--- src/rtl/uart_pkg.sv ---
// UART shared constants.
// State encoding and oversampling points used by both RX and TX.
package uart_pkg;

  typedef enum logic [1:0] {
    IDLE  = 2'd0,
    START = 2'd1,
    DATA  = 2'd2,
    STOP  = 2'd3
  } state_t;

  localparam int OVERSAMPLE = 16;
  localparam int MID_SAMPLE = 7;

endpackage

--- src/rtl/uart_rx_if.sv ---
// UART receiver bundle: baud tick and line in, word and status out.
// master drives the line/tick side, slave is the receiver.
interface uart_rx_if #(
  parameter int DBIT = 8
);
  logic            I_BAUD_TICK;
  logic            I_RX;
  logic [DBIT-1:0] O_DATA;
  logic            O_RX_DONE;
  logic            O_FRAME_ERR;
  logic            O_BUSY;

  modport master (
    output I_BAUD_TICK,
    output I_RX,
    input  O_DATA,
    input  O_RX_DONE,
    input  O_FRAME_ERR,
    input  O_BUSY
  );

  modport slave (
    input  I_BAUD_TICK,
    input  I_RX,
    output O_DATA,
    output O_RX_DONE,
    output O_FRAME_ERR,
    output O_BUSY
  );
endinterface

--- src/rtl/uart_sync2.sv ---
// Two-flop synchroniser for an asynchronous single-bit input.
// RST_VAL sets the value both flops take during reset.
module uart_sync2 #(
  parameter logic RST_VAL = 1'b0
) (
  input  logic I_CLK,
  input  logic I_RST,
  input  logic I_D,
  output logic O_Q
);

  logic r_ff1;
  logic r_ff2;

  // Shift the async input through two flops.
  always_ff @(posedge I_CLK or posedge I_RST) begin
    if (I_RST) begin
      r_ff1 <= RST_VAL;
      r_ff2 <= RST_VAL;
    end else begin
      r_ff1 <= I_D;
      r_ff2 <= r_ff1;
    end
  end

  assign O_Q = r_ff2;

endmodule

--- src/rtl/uart_rx.sv ---
// UART receiver, 16x oversampled, LSB first, 1 start, DBIT data, no parity.
// Start bit is qualified at mid-bit, data bits sampled at their centre.
module uart_rx
  import uart_pkg::*;
#(
  parameter int DBIT    = 8,
  parameter int SB_TICK = 16
) (
  input  logic     I_CLK,
  input  logic     I_RST,
  uart_rx_if.slave bus
);

  localparam int SW = (SB_TICK > OVERSAMPLE) ? 5 : 4;
  localparam int BW = $clog2(DBIT);

  logic            w_rx_s;
  state_t          r_state;
  state_t          w_state;
  logic [SW-1:0]   r_s;
  logic [SW-1:0]   w_s;
  logic [BW-1:0]   r_b;
  logic [BW-1:0]   w_b;
  logic [DBIT-1:0] r_d;
  logic [DBIT-1:0] w_d;
  logic [DBIT-1:0] r_data;
  logic [DBIT-1:0] w_data;
  logic            r_done;
  logic            w_done;
  logic            r_ferr;
  logic            w_ferr;
  logic            r_busy;

  uart_sync2 #(
    .RST_VAL(1'b1)
  ) u_sync (
    .I_CLK(I_CLK),
    .I_RST(I_RST),
    .I_D  (bus.I_RX),
    .O_Q  (w_rx_s)
  );

  // State, counters, shift register and registered outputs.
  always_ff @(posedge I_CLK or posedge I_RST) begin
    if (I_RST) begin
      r_state <= IDLE;
      r_s     <= '0;
      r_b     <= '0;
      r_d     <= '0;
      r_data  <= '0;
      r_done  <= 1'b0;
      r_ferr  <= 1'b0;
      r_busy  <= 1'b0;
    end else begin
      r_state <= w_state;
      r_s     <= w_s;
      r_b     <= w_b;
      r_d     <= w_d;
      r_data  <= w_data;
      r_done  <= w_done;
      r_ferr  <= w_ferr;
      r_busy  <= (w_state != IDLE);
    end
  end

  // Next-state and datapath updates; ticks gate all but IDLE.
  always_comb begin
    w_state = r_state;
    w_s     = r_s;
    w_b     = r_b;
    w_d     = r_d;
    w_data  = r_data;
    w_ferr  = r_ferr;
    w_done  = 1'b0;
    unique case (r_state)
      IDLE: begin
        if (!w_rx_s) begin
          w_state = START;
          w_s     = '0;
        end
      end
      START: begin
        if (bus.I_BAUD_TICK) begin
          if (r_s == SW'(MID_SAMPLE)) begin
            w_s = '0;
            if (!w_rx_s) begin
              w_state = DATA;
              w_b     = '0;
            end else begin
              w_state = IDLE;
            end
          end else begin
            w_s = r_s + SW'(1);
          end
        end
      end
      DATA: begin
        if (bus.I_BAUD_TICK) begin
          if (r_s == SW'(OVERSAMPLE - 1)) begin
            w_s = '0;
            w_d = {w_rx_s, r_d[DBIT-1:1]};
            if (r_b == BW'(DBIT - 1)) begin
              w_state = STOP;
            end else begin
              w_b = r_b + BW'(1);
            end
          end else begin
            w_s = r_s + SW'(1);
          end
        end
      end
      STOP: begin
        if (bus.I_BAUD_TICK) begin
          if (r_s == SW'(SB_TICK - 1)) begin
            w_state = IDLE;
            w_s     = '0;
            w_data  = r_d;
            w_ferr  = ~w_rx_s;
            w_done  = 1'b1;
          end else begin
            w_s = r_s + SW'(1);
          end
        end
      end
      default: w_state = IDLE;
    endcase
  end

  assign bus.O_DATA      = r_data;
  assign bus.O_RX_DONE   = r_done;
  assign bus.O_FRAME_ERR = r_ferr;
  assign bus.O_BUSY      = r_busy;

endmodule

--- src/flat_wrapper.sv ---
// flat-port wrapper written by rule: the top's interface ports become plain ports
module uart_rx_flat import uart_pkg::*;
#(
  parameter int DBIT    = 8,
  parameter int SB_TICK = 16
)
  (I_CLK, I_RST, bus_I_BAUD_TICK, bus_I_RX, bus_O_DATA, bus_O_RX_DONE, bus_O_FRAME_ERR, bus_O_BUSY);
  uart_rx_if #(.DBIT(DBIT)) bus_i ();
  input  logic I_CLK;
  input  logic I_RST;
  input wire logic [$bits(bus_i.I_BAUD_TICK)-1:0] bus_I_BAUD_TICK;
  input wire logic [$bits(bus_i.I_RX)-1:0] bus_I_RX;
  output wire logic [$bits(bus_i.O_DATA)-1:0] bus_O_DATA;
  output wire logic [$bits(bus_i.O_RX_DONE)-1:0] bus_O_RX_DONE;
  output wire logic [$bits(bus_i.O_FRAME_ERR)-1:0] bus_O_FRAME_ERR;
  output wire logic [$bits(bus_i.O_BUSY)-1:0] bus_O_BUSY;
  assign bus_i.I_BAUD_TICK = bus_I_BAUD_TICK;
  assign bus_i.I_RX = bus_I_RX;
  assign bus_O_DATA = bus_i.O_DATA;
  assign bus_O_RX_DONE = bus_i.O_RX_DONE;
  assign bus_O_FRAME_ERR = bus_i.O_FRAME_ERR;
  assign bus_O_BUSY = bus_i.O_BUSY;
  uart_rx #(.DBIT(DBIT), .SB_TICK(SB_TICK)) u_core (.I_CLK(I_CLK), .I_RST(I_RST), .bus(bus_i));
endmodule
--- config.mk ---
export PLATFORM = sky130hd
export DESIGN_NAME = uart_rx_flat
export DESIGN_NICKNAME = d
export VERILOG_FILES = /design/src/rtl/uart_pkg.sv /design/src/rtl/uart_rx_if.sv /design/src/rtl/uart_sync2.sv /design/src/rtl/uart_rx.sv /design/src/flat_wrapper.sv
export SDC_FILE = /design/constraint.sdc
export NUM_CORES = 1
export LEC_CHECK = 0
export BUFFER_PORTS_ARGS = -buffer_cell sky130_fd_sc_hd__buf_4
export CELL_PAD_IN_SITES_DETAIL_PLACEMENT = 2
export CELL_PAD_IN_SITES_GLOBAL_PLACEMENT = 2
export CORE_AREA = 2 2 66 68
export DETAILED_ROUTE_END_ITERATION = 8
export DIE_AREA = 0 0 68 70
export PLACE_DENSITY = 0.79
export REMOVE_ABC_BUFFERS = 1
export SKIP_CTS_REPAIR_TIMING = 1
export SYNTH_ARGS = -nofsm -noshare
export SYNTH_HDL_FRONTEND = slang
export SYNTH_SLANG_ARGS = --single-unit
--- constraint.sdc ---
create_clock -name I_CLK -period 1.4 [get_ports I_CLK]
set_input_delay 0.07 -clock I_CLK [delete_from_list [all_inputs] [get_ports I_CLK]]
set_output_delay 0.07 -clock I_CLK [all_outputs]
set_load 0.01 [all_outputs]
## After elaboration in Yosys (flattened, before gate mapping)

Cells that the tools add are included.

| word-level totals | value |
|---|---|
| word-level logic and storage cells | 61 |
| memories | 0 |
| bits in latches | 0 |
| memory bits (read-only) | 0 |
| bits in registers | 30 |
| input bits | 4 |
| RAM bits | 0 |
| output and inout port bits | 11 |

| operators by class | value |
|---|---|
| multiply operators | 0 |
| muxes and demuxes | 26 |
| equality and inequality tests | 14 |
| magnitude comparators | 0 |
| reductions and logical operators | 8 |
| divide/modulo/power cells | 0 |
| bitwise operators | 1 |
| $add $sub $neg | 2 |
| shifts and indexed selects | 0 |

Operators by type and width:

| operator | number |
|---|---|
| $mux W4 | 5 |
| $mux W2 | 9 |
| $mux W3 | 6 |
| $pmux W4 S3 | 1 |
| $ne A2 B2 Y1 const B | 5 |
| $reduce_and A3 Y1 | 3 |
| $pmux W2 S4 | 1 |
| $reduce_and A7 Y1 | 1 |
| $ne A2 B1 Y1 const B | 3 |
| $pmux W3 S2 | 1 |
| $add A4 B1 Y4 const B | 1 |
| $eq A2 B2 Y1 const B | 2 |
| $eq A4 B3 Y1 const B | 1 |
| $eq A4 B4 Y1 const B | 1 |
| $reduce_bool A2 Y1 | 2 |
| $add A3 B1 Y3 const B | 1 |
| $eq A3 B3 Y1 const B | 1 |
| $mux W1 | 3 |
| $eq A2 B1 Y1 const B | 1 |
| $logic_not A2 Y1 | 1 |
| $reduce_or A2 Y1 | 1 |
| $not A1 Y1 | 1 |

## Longest topological paths before layout

| logic depth | value |
|---|---|
| depth after elaboration | 6 |
| gate-level depth with buffers | 5 |
| gate-level depth less buffers | 5 |

## By module

A second synthesis with hierarchy kept.

| second synthesis, totals | value |
|---|---|
| cell total of the unflattened synthesis | 106 |
| area, all modules | 1338.8 um^2 |

Modules (own cells, without submodules):

| module | cells each | seq. area each (um^2) | times used | area an instance (um^2) |
|---|---|---|---|---|
| uart_rx | 103 | 700.7 | 1 | 1282.5 |
| uart_sync2 | 3 | 52.6 | 1 | 56.3 |

## Worst setup path after synthesis

OpenSTA, ideal clock, no wires.

| timing path | value |
|---|---|
| path type | reg-to-reg |
| from | register u_core.r_b[0] |
| to | register u_core.r_b[0] |
| required time | 1.275 ns |
| setup time | 0.125 ns |
| period minus slack after synthesis | 1.495 ns |
| slack | -0.095 ns |
| buffers on the path | 0 |
| stages on the path, launching flop included | 6 |
| arrival time | 1.370 ns |
| path through | dfrtp_1 > ha_1 > ha_1 > nor3_1 > o21ai_2 > mux2_4 |

| on the way | value |
|---|---|
| word-level cells in the longest chain between the ends | 5 |
| elaborated cells between the ends (all ways) | 8 |
| classes of those cells | add/sub: 1; eq/ne: 2; mux: 4; reduce/logical: 1 |

RTL lines:

| what | line | RTL |
|---|---|---|
| from (decl) | uart_rx.sv:22 | `logic [BW-1:0] r_b;` |
| from (signal assigned) | uart_rx.sv:57 | `r_b <= w_b;` |
| $add A3 B1 Y3 | uart_rx.sv:105 | `w_b = r_b + BW'(1);` |
| $mux W3 | uart_rx.sv:102 | `if (r_b == BW'(DBIT - 1)) begin` |
| $mux W3 | uart_rx.sv:99 | `if (r_s == SW'(OVERSAMPLE - 1)) begin` |
| $mux W3 | uart_rx.sv:98 | `if (bus.I_BAUD_TICK) begin` |
| $pmux W3 S2 | uart_rx.sv:75 | `unique case (r_state)` |

Several ways; a longest one is shown, not always the timed one. The select of a mux whose other input is x is not followed.
A chain may end at the register's enable or synchronous reset.

## Final worst setup path

| timing path | value |
|---|---|
| from | register u_core.r_s[1] |
| to | register u_core.r_data[2] (netlist: u_core.bus.O_DATA[2]) |

| on the way | value |
|---|---|
| word-level cells in the longest chain between the ends | 2 |

RTL lines:

| what | line | RTL |
|---|---|---|
| from (decl) | uart_rx.sv:20 | `logic [SW-1:0] r_s;` |
| from (signal assigned) | uart_rx.sv:56 | `r_s <= w_s;` |
| $eq A4 B4 Y1 | uart_rx.sv:114 | `if (r_s == SW'(SB_TICK - 1)) begin` |
| $reduce_and A3 Y1 (no source line) | - |  |
| to (signal assigned) | uart_rx.sv:59 | `r_data <= w_data;` |
| to (decl) | uart_rx.sv:26 | `logic [DBIT-1:0] r_data;` |

No other way between the ends.

==> summary.txt <==
Min path
  • Min-Delay Path Depth: 3
  • Hold crit path type: input pin to flip-flop
  • Hold EP: u_core.r_s[2]
  • Hold_sp: bus_I_BAUD_TICK

Global route
  • First-pass GRT wire length: about 5700 um
  • Grt total ovfl: 0
  • Vias in the first global route: roughly 1100
  • Aggregate global-route resource usage: 0.168
  • Antenna violations before repair: 0
  • Largest net degree at the start of global routing: 31

Detailed routing
  • Vias/cell: between 4 and 5
  • Iter 0 DRT Violations: 38
  • Vias post-DR: between 900 and 1000
  • Antenna-violating nets left: 0
  • WL/cell: just over 20 um
  • Detailed-route DRC error count: 0
  • DR pass1 iterations: 4
  • Final WL: around 4000 um

Setup path
  • Worst Setup Path Type: flip-flop to flip-flop
  • Critical path data arrival time: roughly 1.7 ns
  • Cell Chain, Critical Path: ha_4, nand3_4, nor3_4, buf_6, mux2_4
  • Critical path data required time: between 1.5 and 2 ns
  • R2R Path End: u_core.bus.O_DATA[2]
  • Crit-path leading delay family: flip-flops
  • Max incr delay on CP: about 0.39 ns
  • Critical-path maximum fanout: 5
  • R2r setup slk: -0.13 ns
  • Crit Reg-Reg Startpoint: u_core.r_s[1]
  • Crit-path slowest cell: dfrtp_1
  • Critical path buffers and inverters: 1
  • Endpoint type of the worst setup path: flip-flop
  • Worst setup SP type: flip-flop
  • FF-to-FF path depth: 5

Final layout
  • Final instance area: around 2000 um^2
  • Area grow syn2layout: 51.6%
  • Final net count: around 150
  • Final Util: 0.494
  • Fraction of layout cells with a size suffix above 1: 0.603
  • Post-Layout Cell Count: 198
  • Antenna cell count: 0

Placement
  • Port-buffer cells: 14
  • DP Worst Slack: -0.206 ns
  • Placed cell area: ~1600 um^2
  • Routability Congestion: approximately 0.8
  • Post-DP HPWL: 2450 um
  • Inst Count DP: 180

Floorplanning
  • Core Region: about 4100 um^2
  • Die W: between 60 and 70 um
  • # IOs: 15
  • Row count: 24
  • Die area: about 4800 um^2
  • DIE HEIGHT: 70 um
  • Initial core utilization: 0.326

Yosys
  • Ys Warns: 0
  • Top cells by area, synth: dfrtp_1 52%, mux2_2 14%, dfstp_2 3.9%, buf_6 3.3%, ha_1 2.8%
  • Cells after Synth: ~100
  • Share of the synthesized area in the top cell type: 0.519
  • Post-synthesis sequential area ratio: 0.557
  • Synth cell types: 30
  • Synth area leader: dfrtp_1
  • Syn Area/Cell: between 10 and 15 um^2
  • Seq cells post-synth: 30
  • Synthesized area: around 1400 um^2

Power
  • VDD IR max: 847 uV
  • PwrDens: about 1700 nW/um^2
  • P_leak: about 0.98 nW
  • Total power: about 3.5 mW

Clocking
  • Max Buffers Root-to-Sink: 2
  • H-tree depth: 2
  • CTS clk-pin slew, worst paths: 0.07 ns
  • CTS Buf Count: 5
  • Clock latency on the worst-skew pair: 0.29 ns
  • CTS Sinks: 30
  • CTS root buf: clkbuf_8
  • TritonCTS clock tree: built

STA
  • Setup violations, final: 22
  • Unrepaired setup endpoints after global routing: true
  • Final setup skew: between 0.008 and 0.009 ns
  • Final Hold Fails: 0
  • Worst Tran Pin Value: 0.391 ns
  • Final Cycle Share: 1.09
  • FMAX: 654 MHz
  • Setup ws final: -0.129 ns
  • Tmin final: roughly 1.5 ns
  • Final slew viol count: 0
  • Headroom to the max-slew limit: 0.739
  • Hold_ws: ~0.18 ns
  • Total negative slack: -1.71 ns

Run status
  • Failing checks: negative setup slack
  • Status: complete, but fails checks

Run
  • Max Cap Viol: 0
==> flip-flops by register name, indices dropped and copies added, names as in the netlist <==
signal	flops
u_core.bus.O_BUSY	1
u_core.bus.O_DATA	8
u_core.bus.O_FRAME_ERR	1
u_core.bus.O_RX_DONE	1
u_core.r_b	3
u_core.r_d	8
u_core.r_s	4
u_core.r_state	2
u_core.u_sync.O_Q	1
u_core.u_sync.r_ff1	1
==> worst max path at each step <==
stage | from | to | slack, ns | depth (start not counted)
2_1_floorplan | u_core.r_s[0] | u_core.bus.O_DATA[0] | -0.27 | 4
3_3_place_gp | u_core.r_s[0] | u_core.bus.O_DATA[5] | -0.1 | 5
3_5_place_dp | u_core.r_b[0] | u_core.r_b[0] | -0.21 | 5
4_1_cts | u_core.r_s[0] | u_core.bus.O_DATA[2] | -0.20 | 5
5_1_grt | u_core.r_s[0] | u_core.bus.O_DATA[7] | -0.20 | 5
6_report | u_core.r_s[1] | u_core.bus.O_DATA[2] | -0.13 | 5
==> where the power goes <==
| group | switching, mW | internal [mW] |
|---|---|---|
| registers | 0.173 | 1.00 |
| logic | 0.612 | 0.651 |
| clock network | 0.349 | 0.759 |
| total | 1.13 | 2.41 |
==> tightest hold or removal path, stage by stage <==
cell and delay [ns]:
buf_4 0.14, nand3_1 0.11, o21ai_0 0.10
==> cell usage after synthesis (all sizes together) <==
| master | number |
|---|---|
| dfrtp | 28 |
| mux2 | 18 |
| inv | 7 |
| o21ai | 7 |
| nand2 | 5 |
| nor3 | 5 |
| buf | 4 |
| a31oi | 3 |
| ha | 3 |
| mux2i | 3 |
| nand3 | 3 |
| and3 | 2 |
| dfstp | 2 |
| nand2b | 2 |
| a21o | 1 |
| a221o | 1 |
| nand3b | 1 |
| nor2b | 1 |
| nor4 | 1 |
| o22ai | 1 |
| o2bb2ai | 1 |
| or2 | 1 |
| xor2 | 1 |
==> kinds of logic (layout without fill, tap and decap cells) <==
kind of cell,Yosys count,in the layout,synth area share
flip-flops,30,30,0.557
multiplexers,21,21,0.175
AND/OR/NAND/NOR,21,21,0.114
AO/OA/AOI/OAI,14,14,0.0667
buffers and inverters,11,56,0.0528
adder cells (fa/ha/maj),3,3,0.0278
XOR/XNOR,1,1,0.00648
==> per-layer routing <==
metal	wire, um	vias up	share of wire	track usage
met4	68	0	0.017	0.0600
met5	0	-	0	0
met2	2330	14	0.57	0.296
met1	1600	504	0.39	0.187
met3	101	5	0.025	0.0483
li1	-	442	-	-
==> layout by cell type, fill, tap and decap left out, types with 3 or more instances in the layout <==
cell      instances
nor3_4            4
clkbuf_8          6
dfrtp_1          26
nand2_1           4
mux2_4           18
o21ai_0           4
mux2i_1           3
buf_6             9
buf_4            29
ha_4              3
inv_1             6
==> area by class of cell <==
| type | count | area (um^2) |
|---|---|---|
| clock buffers | 6 | 82.6 |
| clock inverters | 2 | 60.1 |
| fillers | 405 | 2100 |
| inverters | 7 | 26.3 |
| multi-input cells | 60 | 699 |
| flip-flops and latches | 30 | 756 |
| well taps | 52 | 65.1 |
| repair buffers | 41 | 359 |
Note: power is estimated with default switching activity, not from simulation.
